File: src/rtl/regfile_pkg.sv
// regfile_pkg
// Shared definitions for the 8-entry register file: entry count, address
// width, default data width and the write-side FSM state type.
// No ports; imported by write_decoder and write_operation.
package regfile_pkg;

  localparam int REG_COUNT      = 8;
  localparam int ADDR_W         = 3;
  localparam int DEFAULT_DATA_W = 32;

  // IDLE accepts writes; CLEAR sweeps CLR_VALUE through every entry.
  typedef enum logic {
    IDLE  = 1'b0,
    CLEAR = 1'b1
  } wr_state_e;

endpackage : regfile_pkg

File: src/rtl/write_decoder.sv
// write_decoder
// Combinational ADDR_W-to-REG_COUNT one-hot decoder with enable. The top
// module uses one instance for the write address and one for the clear index.
// Ports:
//   en     in   1           decoder enable; output is all zero when low
//   sel    in   ADDR_W      index to decode
//   onehot out  REG_COUNT   one-hot select, bit sel set when enabled
module write_decoder
  import regfile_pkg::*;
(
  input  logic                 en,
  input  logic [ADDR_W-1:0]    sel,
  output logic [REG_COUNT-1:0] onehot
);

  always_comb begin
    onehot = '0;
    for (int i = 0; i < REG_COUNT; i++) begin
      if (en && (sel == ADDR_W'(i))) begin
        onehot[i] = 1'b1;
      end
    end
  end

endmodule : write_decoder

File: src/rtl/write_operation.sv
// write_operation
// Write side of the 8-entry register file. Accepts byte-strobed writes over a
// valid/ready handshake and offers a sequenced clear-all that writes
// CLR_VALUE to one entry per cycle, entry 0 first.
// Ports:
//   clk        in   1          rising-edge clock
//   reset_n    in   1          asynchronous active-low reset
//   wr_valid   in   1          write request present
//   wr_ready   out  1          write can be accepted this cycle (IDLE)
//   wAddr      in   3          target entry
//   wData      in   DATA_W     write data
//   wStrb      in   DATA_W/8   byte enables
//   clr_req    in   1          pulse that starts the clear sweep
//   busy       out  1          clear sweep in progress
//   wr_count   out  8          accepted-write counter, wraps
//   to_reg0..7 out  DATA_W     register contents, feed the read path
module write_operation
  import regfile_pkg::*;
#(
  parameter int                DATA_W    = DEFAULT_DATA_W,
  parameter logic [DATA_W-1:0] CLR_VALUE = '0
) (
  input  logic                  clk,
  input  logic                  reset_n,
  input  logic                  wr_valid,
  output logic                  wr_ready,
  input  logic [ADDR_W-1:0]     wAddr,
  input  logic [DATA_W-1:0]     wData,
  input  logic [DATA_W/8-1:0]   wStrb,
  input  logic                  clr_req,
  output logic                  busy,
  output logic [7:0]            wr_count,
  output logic [DATA_W-1:0]     to_reg0,
  output logic [DATA_W-1:0]     to_reg1,
  output logic [DATA_W-1:0]     to_reg2,
  output logic [DATA_W-1:0]     to_reg3,
  output logic [DATA_W-1:0]     to_reg4,
  output logic [DATA_W-1:0]     to_reg5,
  output logic [DATA_W-1:0]     to_reg6,
  output logic [DATA_W-1:0]     to_reg7
);

  localparam int STRB_W = DATA_W / 8;

  wr_state_e             state_q;
  wr_state_e             state_d;
  logic [ADDR_W-1:0]     clr_idx_q;
  logic [DATA_W-1:0]     regs_q [REG_COUNT];
  logic [DATA_W-1:0]     byte_mask;
  logic                  wr_fire;
  logic                  clr_active;
  logic [REG_COUNT-1:0]  wr_sel;
  logic [REG_COUNT-1:0]  clr_sel;

  // A write only completes while IDLE; in CLEAR the requester holds wr_valid.
  assign wr_fire    = wr_valid && (state_q == IDLE);
  assign clr_active = (state_q == CLEAR);

  write_decoder u_wr_dec (
    .en     (wr_fire),
    .sel    (wAddr),
    .onehot (wr_sel)
  );

  write_decoder u_clr_dec (
    .en     (clr_active),
    .sel    (clr_idx_q),
    .onehot (clr_sel)
  );

  // Expand the byte strobes into a bit mask for the read-modify-write merge.
  always_comb begin
    byte_mask = '0;
    for (int b = 0; b < STRB_W; b++) begin
      byte_mask[8*b +: 8] = {8{wStrb[b]}};
    end
  end

  // State register and sweep index. The index is reloaded on every clear
  // start so an interrupted sweep never resumes part-way.
  always_ff @(posedge clk or negedge reset_n) begin
    if (!reset_n) begin
      state_q   <= IDLE;
      clr_idx_q <= '0;
    end else begin
      state_q <= state_d;
      if (state_q == IDLE && clr_req) begin
        clr_idx_q <= '0;
      end else if (state_q == CLEAR) begin
        clr_idx_q <= clr_idx_q + ADDR_W'(1);
      end
    end
  end

  // Next state: clr_req only matters in IDLE; CLEAR ends after the last entry.
  always_comb begin
    state_d = state_q;
    case (state_q)
      IDLE:    if (clr_req) state_d = CLEAR;
      CLEAR:   if (clr_idx_q == ADDR_W'(REG_COUNT - 1)) state_d = IDLE;
      default: state_d = IDLE;
    endcase
  end

  // Handshake outputs depend on the state register only.
  always_comb begin
    wr_ready = 1'b0;
    busy     = 1'b0;
    case (state_q)
      IDLE:    wr_ready = 1'b1;
      CLEAR:   busy     = 1'b1;
      default: wr_ready = 1'b0;
    endcase
  end

  // Register storage. Clear and write selects never overlap because they are
  // enabled in different states, so the clear branch taking priority is moot.
  always_ff @(posedge clk or negedge reset_n) begin
    if (!reset_n) begin
      for (int i = 0; i < REG_COUNT; i++) begin
        regs_q[i] <= '0;
      end
    end else begin
      for (int i = 0; i < REG_COUNT; i++) begin
        if (clr_sel[i]) begin
          regs_q[i] <= CLR_VALUE;
        end else if (wr_sel[i]) begin
          regs_q[i] <= (regs_q[i] & ~byte_mask) | (wData & byte_mask);
        end
      end
    end
  end

  // Accepted-write counter; counts zero-strobe writes too, untouched by clear.
  always_ff @(posedge clk or negedge reset_n) begin
    if (!reset_n) begin
      wr_count <= '0;
    end else if (wr_fire) begin
      wr_count <= wr_count + 8'd1;
    end
  end

  assign to_reg0 = regs_q[0];
  assign to_reg1 = regs_q[1];
  assign to_reg2 = regs_q[2];
  assign to_reg3 = regs_q[3];
  assign to_reg4 = regs_q[4];
  assign to_reg5 = regs_q[5];
  assign to_reg6 = regs_q[6];
  assign to_reg7 = regs_q[7];

endmodule : write_operation

File: config.mk
export PLATFORM = sky130hd
export DESIGN_NAME = write_operation
export DESIGN_NICKNAME = d
export VERILOG_FILES = /design/src/rtl/regfile_pkg.sv /design/src/rtl/write_decoder.sv /design/src/rtl/write_operation.sv
export SDC_FILE = /design/constraint.sdc
export NUM_CORES = 1
export LEC_CHECK = 0
export CAP_MARGIN = 20
export CORE_MARGIN = 8
export CORE_UTILIZATION = 55
export CTS_CLUSTER_DIAMETER = 30
export DETAILED_ROUTE_END_ITERATION = 8
export GPL_TIMING_DRIVEN = 0
export HOLD_SLACK_MARGIN = 0.1
export PLACE_DENSITY = 0.9
export REMOVE_ABC_BUFFERS = 1
export SYNTH_ARGS = -nofsm -noshare
export SYNTH_HDL_FRONTEND = slang
export SYNTH_SLANG_ARGS = --single-unit
File: constraint.sdc
create_clock -name clk -period 5.7 [get_ports clk]
set_clock_uncertainty 0.2 [all_clocks]
set_input_delay 1.425 -clock clk [delete_from_list [all_inputs] [get_ports clk]]
set_output_delay 1.425 -clock clk [all_outputs]
set_load 0.02 [all_outputs]
# [Word-level counts from Yosys, hierarchy flattened]
# Cells that the tools add are included.
# Widths: inputs -> output; s select.
[totals] reg_bits=268 latch_bits=0 ramBits=0 romBits=0 in_bits=43 output_inout_bits=266 wordCells=114 memories=0
[op_classes] add_sub_neg=2 mul=0 div_mod_pow=0 n_lt_le_gt_ge=0 n_eq_ne=14 shifts=0 muxes=39 n_bitwise=19 n_reduce_logical=29
[op_table] op="$mux 32" n=16
[op_table] op="$and 32x32->32" n=9
[op_table] op="$or 32x32->32" n=8
[op_table] op="$not 32->32" n=1
[op_table] op="$eq 3x3->1 const B" n=8
[op_table] op="$mux 1" n=20
[op_table] op="$logic_and 1x1->1" n=18
[op_table] op="$reduce_bool 2->1" n=9
[op_table] op="$eq 3x2->1 const B" n=4
[op_table] op="$add 8x1->8 const B" n=1
[op_table] op="$eq 3x1->1 const B" n=2
[op_table] op="$logic_not 3->1" n=2
[op_table] op="$mux 3" n=2
[op_table] op="$add 3x1->3 const B" n=1
[op_table] op="$pmux 1 s2" n=1
[op_table] op="$not 1->1" n=1

# [Longest topological paths before layout]
# Gate-level depths: netlist of run 1.
[depth] ltp_word=6 ltp_mapped=7 depth_no_buf=5

# [Hierarchy]
# A second synthesis of run 1 with hierarchy kept.
[unflattened] hier_cells=1232 area_unflattened_um2=11285.8
[by_module_without_submodules] mod="write_operation" instances=1 cells_each=1216 area_per_inst_um2=11093.1 seq_area_each_um2=6706.4
[by_module_without_submodules] mod="write_decoder" instances=2 cells_each=8 area_per_inst_um2=96.3 seq_area_each_um2=0.0

# [Worst setup path after synthesis of run 1]
# OpenSTA, ideal clock, no wires.
[synth_path] path_kind="input to register" from="in wAddr[1]" to="reg regs_q, in the netlist to_reg4[20]" setup_ps=124 t_arrival_ps=2445 t_required_ps=5376 path_slack_ps=2931 stages=6 n_path_buf=3 cell_sequence="or3b_1 -> clkbuf_1 -> buf_2 -> buf_2 -> o211ai_1 -> nand2_1"
[synth_between] elab_chain_cells=4
[synth_lines] item="from (decl)" line_no="write_operation.sv:27" rtl="input logic [ADDR_W-1:0] wAddr,"
[synth_lines] item="$eq 3x3->1" line_no="write_decoder.sv:19" rtl="if (en && (sel == ADDR_W'(i))) begin"
[synth_lines] item="$logic_and 1x1->1" line_no="write_decoder.sv:19"
[synth_lines] item="$mux 1" line_no="write_decoder.sv:19"
[synth_lines] item="$reduce_bool 2->1 (no line)"
[synth_lines] item="to (signal, indexed assignment)" line_no="write_operation.sv:128" rtl="regs_q[i] <= (regs_q[i] & ~byte_mask) | (wData & byte_mask);"
[synth_lines] item="to (decl)" line_no="write_operation.sv:48" rtl="logic [DATA_W-1:0] regs_q [REG_COUNT];"
# No other way between the ends.
# A chain may end at the register's enable or synchronous reset.

# [Worst setup path after layout of run 1]
[layout_path] from="in wr_valid" to="reg regs_q, in the netlist to_reg7[6]"
[layout_between] elab_chain_cells=4
[layout_lines] item="from (decl)" line_no="write_operation.sv:25" rtl="input logic wr_valid,"
[layout_lines] item="$logic_and 1x1->1" line_no="write_operation.sv:56" rtl="assign wr_fire = wr_valid && (state_q == IDLE);"
[layout_lines] item="$logic_and 1x1->1" line_no="write_decoder.sv:19"
[layout_lines] item="$mux 1" line_no="write_decoder.sv:19"
[layout_lines] item="$reduce_bool 2->1 (no line)"
# No other way between the ends.

==> impl_metrics.csv, run 1 <==
group,metric,value,unit
power_and_ir_drop,vdd_drop_max,0.000260,V
setup_path,regToRegEndpoint,"to_reg7[6]$_DFFE_PN0P_",
synthesis,synthTopCellsByArea,"dfrtp_1 (50%), o211ai_1 (16%), nor2b_1 (6.8%)",
drt,dr.first_iter.drc_count,1882,
synthesis,synth_seq_area_share,50.1,%
setup_path,cp.depth,5,
die,die_width,172,um
placed_design,post-place-ws,1.15,ns
timing,rsz0062_at_grt,"no",
die,start_util,55.5,%
cells_and_area,drive_gt1_share,8.53,%
power_and_ir_drop,p_leak,8.24,nW
global_route,antenna_found_initial,0,
setup_path,arrival,4.40,ns
clock_network,cts.hold.buffers_added,0,
global_route,grt_overflow_total,0,
timing,fin_hold_ws,0.270,ns
synthesis,yosys_register_bits,268,
clock_network,clock_sinks,268,
timing,setup_viol,0,
setup_path,regToRegStartpoint,"clr_active$_DFF_PN0_",
cells_and_area,final_nets,1705,
cells_and_area,multi_input_comb_area,6020,um2
synthesis,ys_async_sr_fraction,100,%
drt,drtPass1Iterations,7,
timing,period_minus_slack,4.12,ns
global_route,grt_use_total,34.2,%
job,cap_violations,0,
synthesis,syn-cell-area,13400,um2
clock_network,clock-root-buffer,"clkbuf_16",
synthesis,synth-edff-count,0,
timing,worst_slack,1.58,ns
setup_path,reg2regPathDepth,5,
clock_network,post_cts_resized,0,
die,core,24100,um2
setup_path,crit_required,5.98,ns
clock_network,postCtsSetupRepairBufs,0,
global_route,grt_pass1_wl,79.8,mm
synthesis,avgSynthCellArea,9.38,um2
clock_network,cts_buffers,55,
synthesis,synthTopCellsByCount,"o211ai_1 (283), dfrtp_1 (268), nand2_1 (166)",
placed_design,gp_congestion,0.819,
setup_path,cp-start-kind,"input port",
synthesis,yosysMostFrequentCell,"o211ai_1",
timing,tightest_slew,1.05,ns
setup_path,cp_max_fo,21,
cells_and_area,finalNonFillerCells,2023,
clock_network,cts.clk_slew.worst_paths,0.05,ns
timing,hold_viol,0,
run_status,status,"complete, no violations",
worst_hold_path,worstHoldStart,"wr_count[7]$_DFFE_PN0P_",
setup_path,cp_slowest_cell,"clkdlybuf4s50_1",
global_route,grt_max_degree,114,
drt,drc,0,
timing,clock.fmax,243,MHz
synthesis,synthCells,1427,
placed_design,portBuffers,308,
die,io_pins,309,
clock_network,cts_max_path_buffers,3,
die,std_cell_rows,57,
synthesis,yosys.area.top_type,"dfrtp_1",
timing,fin_crit_sh,72.3,%
timing,relSlewSlack,30.0,%
setup_path,slowest_delay,0.91,ns
die,dieArea,29600,um2
drt,vias_per_cell,6.69,
setup_path,reg2reg_slack,2.78,ns
worst_hold_path,holdPathEnd,"wr_count[7]$_DFFE_PN0P_",
power_and_ir_drop,powerDensity,443,nW/um2
timing,slew_viol_final,0,
global_route,grt_pass1_vias,13896,
die,die-height,172,um
setup_path,cp-end-kind,"flip-flop",
worst_hold_path,holdPathStages,1,
clock_network,clk_latency,0.55,ns
setup_path,worstPathBufferInverterCount,2,
cells_and_area,insertedDiodeCount,0,
cells_and_area,syn_to_final_growth,40.6,%
worst_hold_path,hold_path.class,"reg -> reg",
timing,fin_tns_setup,0,ns
cells_and_area,fillers,1495,
setup_path,crit_chain,"clkdlybuf4s50_1 -> nand3b_1 -> buf_8 -> nor2_2 -> a22o_1",
placed_design,dp_cells,1918,
synthesis,ys_warn_count,0,
synthesis,ys.flop_type,"dfrtp_1",
drt,finalWirelength,51.3,mm
drt,num_vias,13526,
clock_network,cts_tree,"done",
setup_path,cp_top_family,"simple AND/OR/NAND/NOR gates",
cells_and_area,final_core_util,78.0,%
clock_network,h-tree-depth,2,
synthesis,synth_cell_types,47,
placed_design,dp_hpwl,31.1,mm
setup_path,crit_type,"in -> reg",
drt,ant_nets,0,
synthesis,synth_top_area_share,50.1,%
cells_and_area,regArea,6710,um2
drt,wl_per_cell,25.4,um
## per-layer routing
metal | global-route usage (%) | part of all wire (%)
met1 | 42.7 | 36
met2 | 52.9 | 46
met3 | 7.49 | 10
met4 | 23.1 | 7.1
met5 | 0 | 0
## flip-flops by register name, summed over array words and instances, names as in the netlist
register,cells
to_reg3,32
to_reg0,32
to_reg6,32
to_reg4,32
to_reg2,32
to_reg5,32
wr_count,8
clr_active,1
to_reg7,32
clr_idx_q,3
to_reg1,32
## through the flow
stage          area [um2]  power [W]
2_1_floorplan       12700    0.00351
3_3_place_gp        16200    0.00460
3_5_place_dp        16700    0.00477
4_1_cts             18700    0.00826
5_1_grt             18800    0.00859
6_report            18800    0.00833
## worst max-delay path by stage
stage | startpoint | endpoint | slack (ns)
after floorplan | wAddr[1] | to_reg5[31]$_DFFE_PN0P_ | 1.42
after global placement | reset_n | to_reg6[17]$_DFFE_PN0P_ | -8.57
after detailed placement | wr_valid | to_reg7[12]$_DFFE_PN0P_ | 1.15
after CTS | clr_active$_DFF_PN0_ | wr_ready | 1.47
after global routing | wr_valid | to_reg7[5]$_DFFE_PN0P_ | 1.49
final | wr_valid | to_reg7[6]$_DFFE_PN0P_ | 1.58
## power by group
part | switching, W | internal [W] | total (W)
Combinational | 0.00147 | 0.000918 | 0.00239
Clock | 0.00110 | 0.00238 | 0.00348
Sequential | 0.000258 | 0.00221 | 0.00247
## cell type report
cell class,count,area share [%]
clock buffers,61,7.54
clock inverters,40,3.07
inverters,7,0.140
multi-input cells,986,32.0
flip-flops and latches,268,35.6
well taps,324,2.15
repair buffers,337,19.5
## kinds of logic (layout without fill, tap and decap cells)
logic type / count (synthesis) / after routing / share of synthesized area, %
buffers and inverters: 173 / 445 / 5.36
multiplexers: 2 / 2 / 0.159
AND/OR/NAND/NOR: 489 / 489 / 19.3
AO/OA/AOI/OAI: 481 / 481 / 23.9
XOR/XNOR: 7 / 7 / 0.458
adder cells (fa/ha/maj): 7 / 7 / 0.654
flip-flops: 268 / 268 / 50.1
## cells in the final DEF (no fill, tap or decap), types with 9 or more instances in the layout
master	instances
clkinv_2	10
a22o_1	16
nand3_1	98
clkbuf_16	55
and2_1	34
o21ai_0	30
a21oi_1	78
clkdlybuf4s50_1	305
bufinv_16	13
dfrtp_1	268
buf_16	10
buf_8	9
o21ai_1	66
nand2_1	166
nor2b_1	143
o211ai_1	283
clkinvlp_4	9
(Power assumes the default switching activity.)
==> run 2, diff against run 1 <==
Settings changed: CORE_UTILIZATION 55 to 46, PLACE_DENSITY 0.9 to 0.8.
Clock period 5.7 ns to 3.6 ns, I/O delays scaled along.
==> impl_metrics.csv, run 2 (synthesized netlist as in run 1, its figures left out) <==
group,metric,value,unit
run_status,status,"complete, no violations",
drt,finalWirelength,49.9,mm
global_route,grt_overflow_total,0,
timing,fin_hold_ws,0.267,ns
timing,period_minus_slack,3.45,ns
clock_network,cts_max_path_buffers,3,
die,die_width,187,um
clock_network,cts_tree,"done",
setup_path,cp_max_fo,18,
drt,vias_per_cell,6.23,
timing,rsz0062_at_grt,"no",
global_route,grt_pass1_vias,13344,
timing,setup_viol,0,
cells_and_area,final_nets,1709,
timing,relSlewSlack,26.8,%
cells_and_area,final_cell_mix,"clkdlybuf4s50_1 (305), o211ai_1 (283), dfrtp_1 (267)",
global_route,grt_use_total,27.6,%
placed_design,dp_cells,1978,
die,std_cell_rows,62,
setup_path,arrival,3.72,ns
placed_design,post-place-ws,-0.637,ns
power_and_ir_drop,p_seq_share,30.2,%
setup_path,cp_slowest_cell,"clkdlybuf4s50_1",
power_and_ir_drop,power.switching,0.00443,W
worst_hold_path,hold_path.class,"reg -> reg",
clock_network,clk_latency,0.55,ns
die,io_pins,309,
power_and_ir_drop,netSwitchingFraction,33.8,%
timing,slew_viol_final,0,
clock_network,clock-root-buffer,"clkbuf_16",
setup_path,cp-start-kind,"input port",
setup_path,cp-end-kind,"flip-flop",
power_and_ir_drop,p_total,0.0131,W
drt,drtPass1Iterations,7,
timing,tightest_slew,1.10,ns
job,cap_violations,0,
drt,num_vias,13049,
clock_network,cts.clk_slew.worst_paths,0.05,ns
setup_path,worstPathBufferInverterCount,1,
timing,fin_crit_sh,95.8,%
global_route,antenna_found_initial,1,
cells_and_area,final_core_util,65.9,%
power_and_ir_drop,vdd_drop_max,0.000418,V
setup_path,slowest_delay,0.94,ns
power_and_ir_drop,powerDensity,693,nW/um2
power_and_ir_drop,clkPwrFrac,42.2,%
setup_path,cp_top_family,"simple AND/OR/NAND/NOR gates",
setup_path,crit_chain,"clkdlybuf4s50_1 -> nand3b_1 -> nor2_4 -> a22o_1",
cells_and_area,finalNonFillerCells,2094,
die,core,28700,um2
drt,wl_per_cell,23.9,um
die,die-height,187,um
power_and_ir_drop,p_leak,8.26,nW
global_route,grt_max_degree,75,
global_route,grt_pass1_wl,78.4,mm
timing,worst_slack,0.152,ns
die,start_util,46.6,%
setup_path,crit_required,3.88,ns
power_and_ir_drop,combPwrFrac,27.6,%
placed_design,portBuffers,308,
timing,clock.fmax,290,MHz
drt,drc,0,
drt,dr.first_iter.drc_count,1231,
placed_design,gp_congestion,0.803,
clock_network,postCtsSetupRepairBufs,0,
clock_network,clock_sinks,268,
cells_and_area,drive_gt1_share,8.84,%
drt,ant_nets,0,
setup_path,crit_type,"in -> reg",
clock_network,h-tree-depth,2,
timing,hold_viol,0,
placed_design,dp_hpwl,31.6,mm
die,dieArea,34800,um2
cells_and_area,syn_to_final_growth,41.3,%
clock_network,cts_buffers,60,
power_and_ir_drop,p_int,0.00868,W
cells_and_area,final_common_cell,"clkdlybuf4s50_1",
run 2: changes by cell type in the layout (fill, tap and decap cells not counted), moves of 2 or more:
cell        change
buf_16          -5
bufinv_16       -6
inv_6           -2
clkbuf_1        +5
clkbuf_8       +10
buf_12          +2
clkinv_2        +3
clkbuf_16       +5
clkinvlp_4      -4
run 2: power groups by stage:
stage               combinational, W  clock, W  sequential (W)
floorplan                    0.00113         0         0.00443
global placement             0.00340         0         0.00394
detailed placement           0.00360         0         0.00397
CTS                          0.00361   0.00557         0.00394
global route                 0.00382   0.00572         0.00402
finish                       0.00362   0.00553         0.00396
run 2: what timing repair did:
| item | 4_1_cts | 5_1_grt |
|---|---|---|
| resized for setup | 2 | 0 |
| hold endpoints to repair | 56 | 0 |
| hold buffers | 1 | 0 |
| setup endpoints to repair | 18 | 0 |
run 2: through the flow:
stage	cell area, um2	TNS, ns
2_1_floorplan	12700	-10.46
3_3_place_gp	16300	-3294.51
3_5_place_dp	16800	-28.75
4_1_cts	18900	0
5_1_grt	18900	0
6_report	18900	0
run 2: routing by layer:
| layer | vias up | GRT usage [%] | wire [um] |
|---|---|---|---|
| met1 | 6503 | 34.4 | 19900 |
| met2 | 761 | 44.0 | 23100 |
| met3 | 170 | 6.66 | 4280 |
| met4 | 0 | 14.9 | 2670 |
| li1 | 5615 | - | - |
| met5 | - | 0 | 0 |
run 2: area by class of cell:
cell class	count	area (um2)
Timing Repair Buffer	336	3590
Multi-Input combinational cell	986	6030
Antenna cell	1	2.50
Inverter	7	26.3
Clock inverter	31	373
Fill cell	2189	9800
Sequential cell	268	6710
Clock buffer	81	1700
Tap cell	384	480
run 2: worst paths after layout:
check / from / endpoint / slack (ns) / cells after the start
min reg2reg: wr_count[7]$_DFFE_PN0P_ / wr_count[7]$_DFFE_PN0P_ / 0.27 / 1
max reg2reg: clr_active$_DFF_PN0_ / to_reg7[9]$_DFFE_PN0P_ / 0.78 / 3
max in group asynchronous: reset_n / to_reg6[19]$_DFFE_PN0P_ / 1.10 / 5
min: wr_count[7]$_DFFE_PN0P_ / wr_count[7]$_DFFE_PN0P_ / 0.27 / 1
max: wr_valid / to_reg7[9]$_DFFE_PN0P_ / 0.15 / 4
min in group asynchronous: reset_n / to_reg2[12]$_DFFE_PN0P_ / 0.66 / 2
run 2: worst reg2reg max path: cells and delay by family, from the launching register on:
kind               cells  cell delay [ns]
DFF                    1             0.65
and+or+nand+nor        2             1.62
AOI/OAI and AO/OA      1             0.27
==> run 3, diff against run 2 <==
Settings changed: MAX_ROUTING_LAYER set to met4.
==> impl_metrics.csv, run 3 (synthesized netlist as in run 1, its figures left out) <==
group,metric,value,unit
global_route,antenna_found_initial,1,
cells_and_area,final_area,18900,um2
placed_design,gp_congestion,0.815,
global_route,grt_use_total,28.5,%
timing,tightest_slew,1.12,ns
timing,clock.fmax,291,MHz
cells_and_area,fillers,2189,
clock_network,clock-root-buffer,"clkbuf_16",
setup_path,arrival,3.71,ns
timing,rsz0062_at_grt,"no",
drt,finalWirelength,49.8,mm
global_route,grt_max_degree,75,
power_and_ir_drop,powerDensity,693,nW/um2
clock_network,cts_tree,"done",
timing,fin_crit_sh,95.5,%
cells_and_area,final_common_cell,"clkdlybuf4s50_1",
cells_and_area,syn_to_final_growth,41.3,%
die,dieArea,34800,um2
setup_path,crit_required,3.88,ns
die,io_pins,309,
placed_design,portBuffers,308,
drt,drc,0,
cells_and_area,drive_gt1_share,8.84,%
cells_and_area,regArea,6710,um2
global_route,grt_pass1_vias,13349,
clock_network,cts_buffers,60,
die,core,28700,um2
die,std_cell_rows,62,
clock_network,h-tree-depth,2,
die,die_width,187,um
cells_and_area,final_cell_mix,"clkdlybuf4s50_1 (305), o211ai_1 (283), dfrtp_1 (267)",
drt,drtPass1Iterations,5,
drt,wl_per_cell,23.8,um
drt,dr.first_iter.drc_count,1187,
timing,setup_viol,0,
timing,hold_viol,0,
setup_path,cp-start-kind,"input port",
clock_network,postCtsSetupRepairBufs,0,
clock_network,clock_sinks,268,
run_status,status,"complete, no violations",
drt,vias_per_cell,6.21,
global_route,grt_pass1_wl,78.4,mm
placed_design,dpl_cell_area,16800,um2
cells_and_area,final_nets,1709,
power_and_ir_drop,p_leak,8.26,nW
timing,relSlewSlack,24.8,%
global_route,grt_overflow_total,0,
job,cap_violations,0,
setup_path,reg2regPathDepth,3,
drt,num_vias,12999,
power_and_ir_drop,vdd_drop_max,0.000418,V
placed_design,dp_hpwl,31.6,mm
drt,ant_nets,0,
setup_path,crit_type,"in -> reg",
clock_network,cts_max_path_buffers,3,
timing,slew_viol_final,0,
clock_network,cts.clk_slew.worst_paths,0.05,ns
setup_path,cp-end-kind,"flip-flop",
timing,fin_hold_ws,0.267,ns
worst_hold_path,holdPathStages,1,
cells_and_area,multi_input_comb_area,6030,um2
worst_hold_path,hold_path.class,"reg -> reg",
clock_network,clk_latency,0.56,ns
die,die-height,187,um
die,start_util,46.6,%
timing,period_minus_slack,3.44,ns
setup_path,cp_max_fo,18,
## run 3: cell counts in the layout (fill, tap and decap cells not counted)
Identical to the previous run, type by type.
## run 3: worst max-delay path, cell delays in order
cell             delay, ns
clkdlybuf4s50_1       0.94
nand3b_1              0.81
nor2_4                0.78
a22o_1                0.26
## run 3: timing repair
item	CTS	global route
endpoints found under the setup margin	18	0
gates resized for setup	2	0
hold buffers	1	0
hold endpoints to repair	56	0
## run 3: final cells by class
cell class | instances | area share (%)
inverters | 7 | 0.139
well taps | 384 | 2.54
clock inverters | 31 | 1.97
diodes | 1 | 0.0132
flip-flops and latches | 268 | 35.5
multi-input cells | 986 | 31.9
clock buffers | 81 | 8.99
repair buffers | 336 | 19.0
## run 3: per-stage QoR
stage               setup TNS, ns  cells  power [W]  utilization, %  worst slack (ns)
floorplan                  -10.46   1261    0.00556               -            -0.154
global route                    0   2094     0.0136            65.9             0.122
global placement         -3294.51   1953    0.00734            56.6            -10.32
CTS                             0   2091     0.0131            65.8             0.221
detailed placement         -28.75   1978    0.00756            58.5            -0.637
finish                          0   2094     0.0131            65.9             0.164
## run 3: power by group
part	switching, W	total, W	internal, W
registers	0.000454	0.00395	0.00350
logic	0.00222	0.00362	0.00140
clock network	0.00175	0.00553	0.00378
## run 3: final timing paths
kind / startpoint / end / slack (ns)
worst min-delay path: wr_count[7]$_DFFE_PN0P_ / wr_count[7]$_DFFE_PN0P_ / 0.27
min in group asynchronous: reset_n / to_reg2[9]$_DFFE_PN0P_ / 0.66
max in group asynchronous: reset_n / to_reg6[17]$_DFFE_PN0P_ / 1.12
worst max register to register: clr_active$_DFF_PN0_ / to_reg7[9]$_DFFE_PN0P_ / 0.78
worst min register to register: wr_count[7]$_DFFE_PN0P_ / wr_count[7]$_DFFE_PN0P_ / 0.27
worst max-delay path: wr_valid / to_reg7[9]$_DFFE_PN0P_ / 0.16
## run 3: metal layers
| layer | up-vias | wire length, um | GRT usage [%] |
|---|---|---|---|
| li1 | 5626 | - | - |
| met1 | 6501 | 19900 | 34.8 |
| met2 | 715 | 23200 | 43.9 |
| met3 | 157 | 4090 | 6.25 |
| met4 | 0 | 2610 | 14.9 |
| met5 | - | 0 | - |
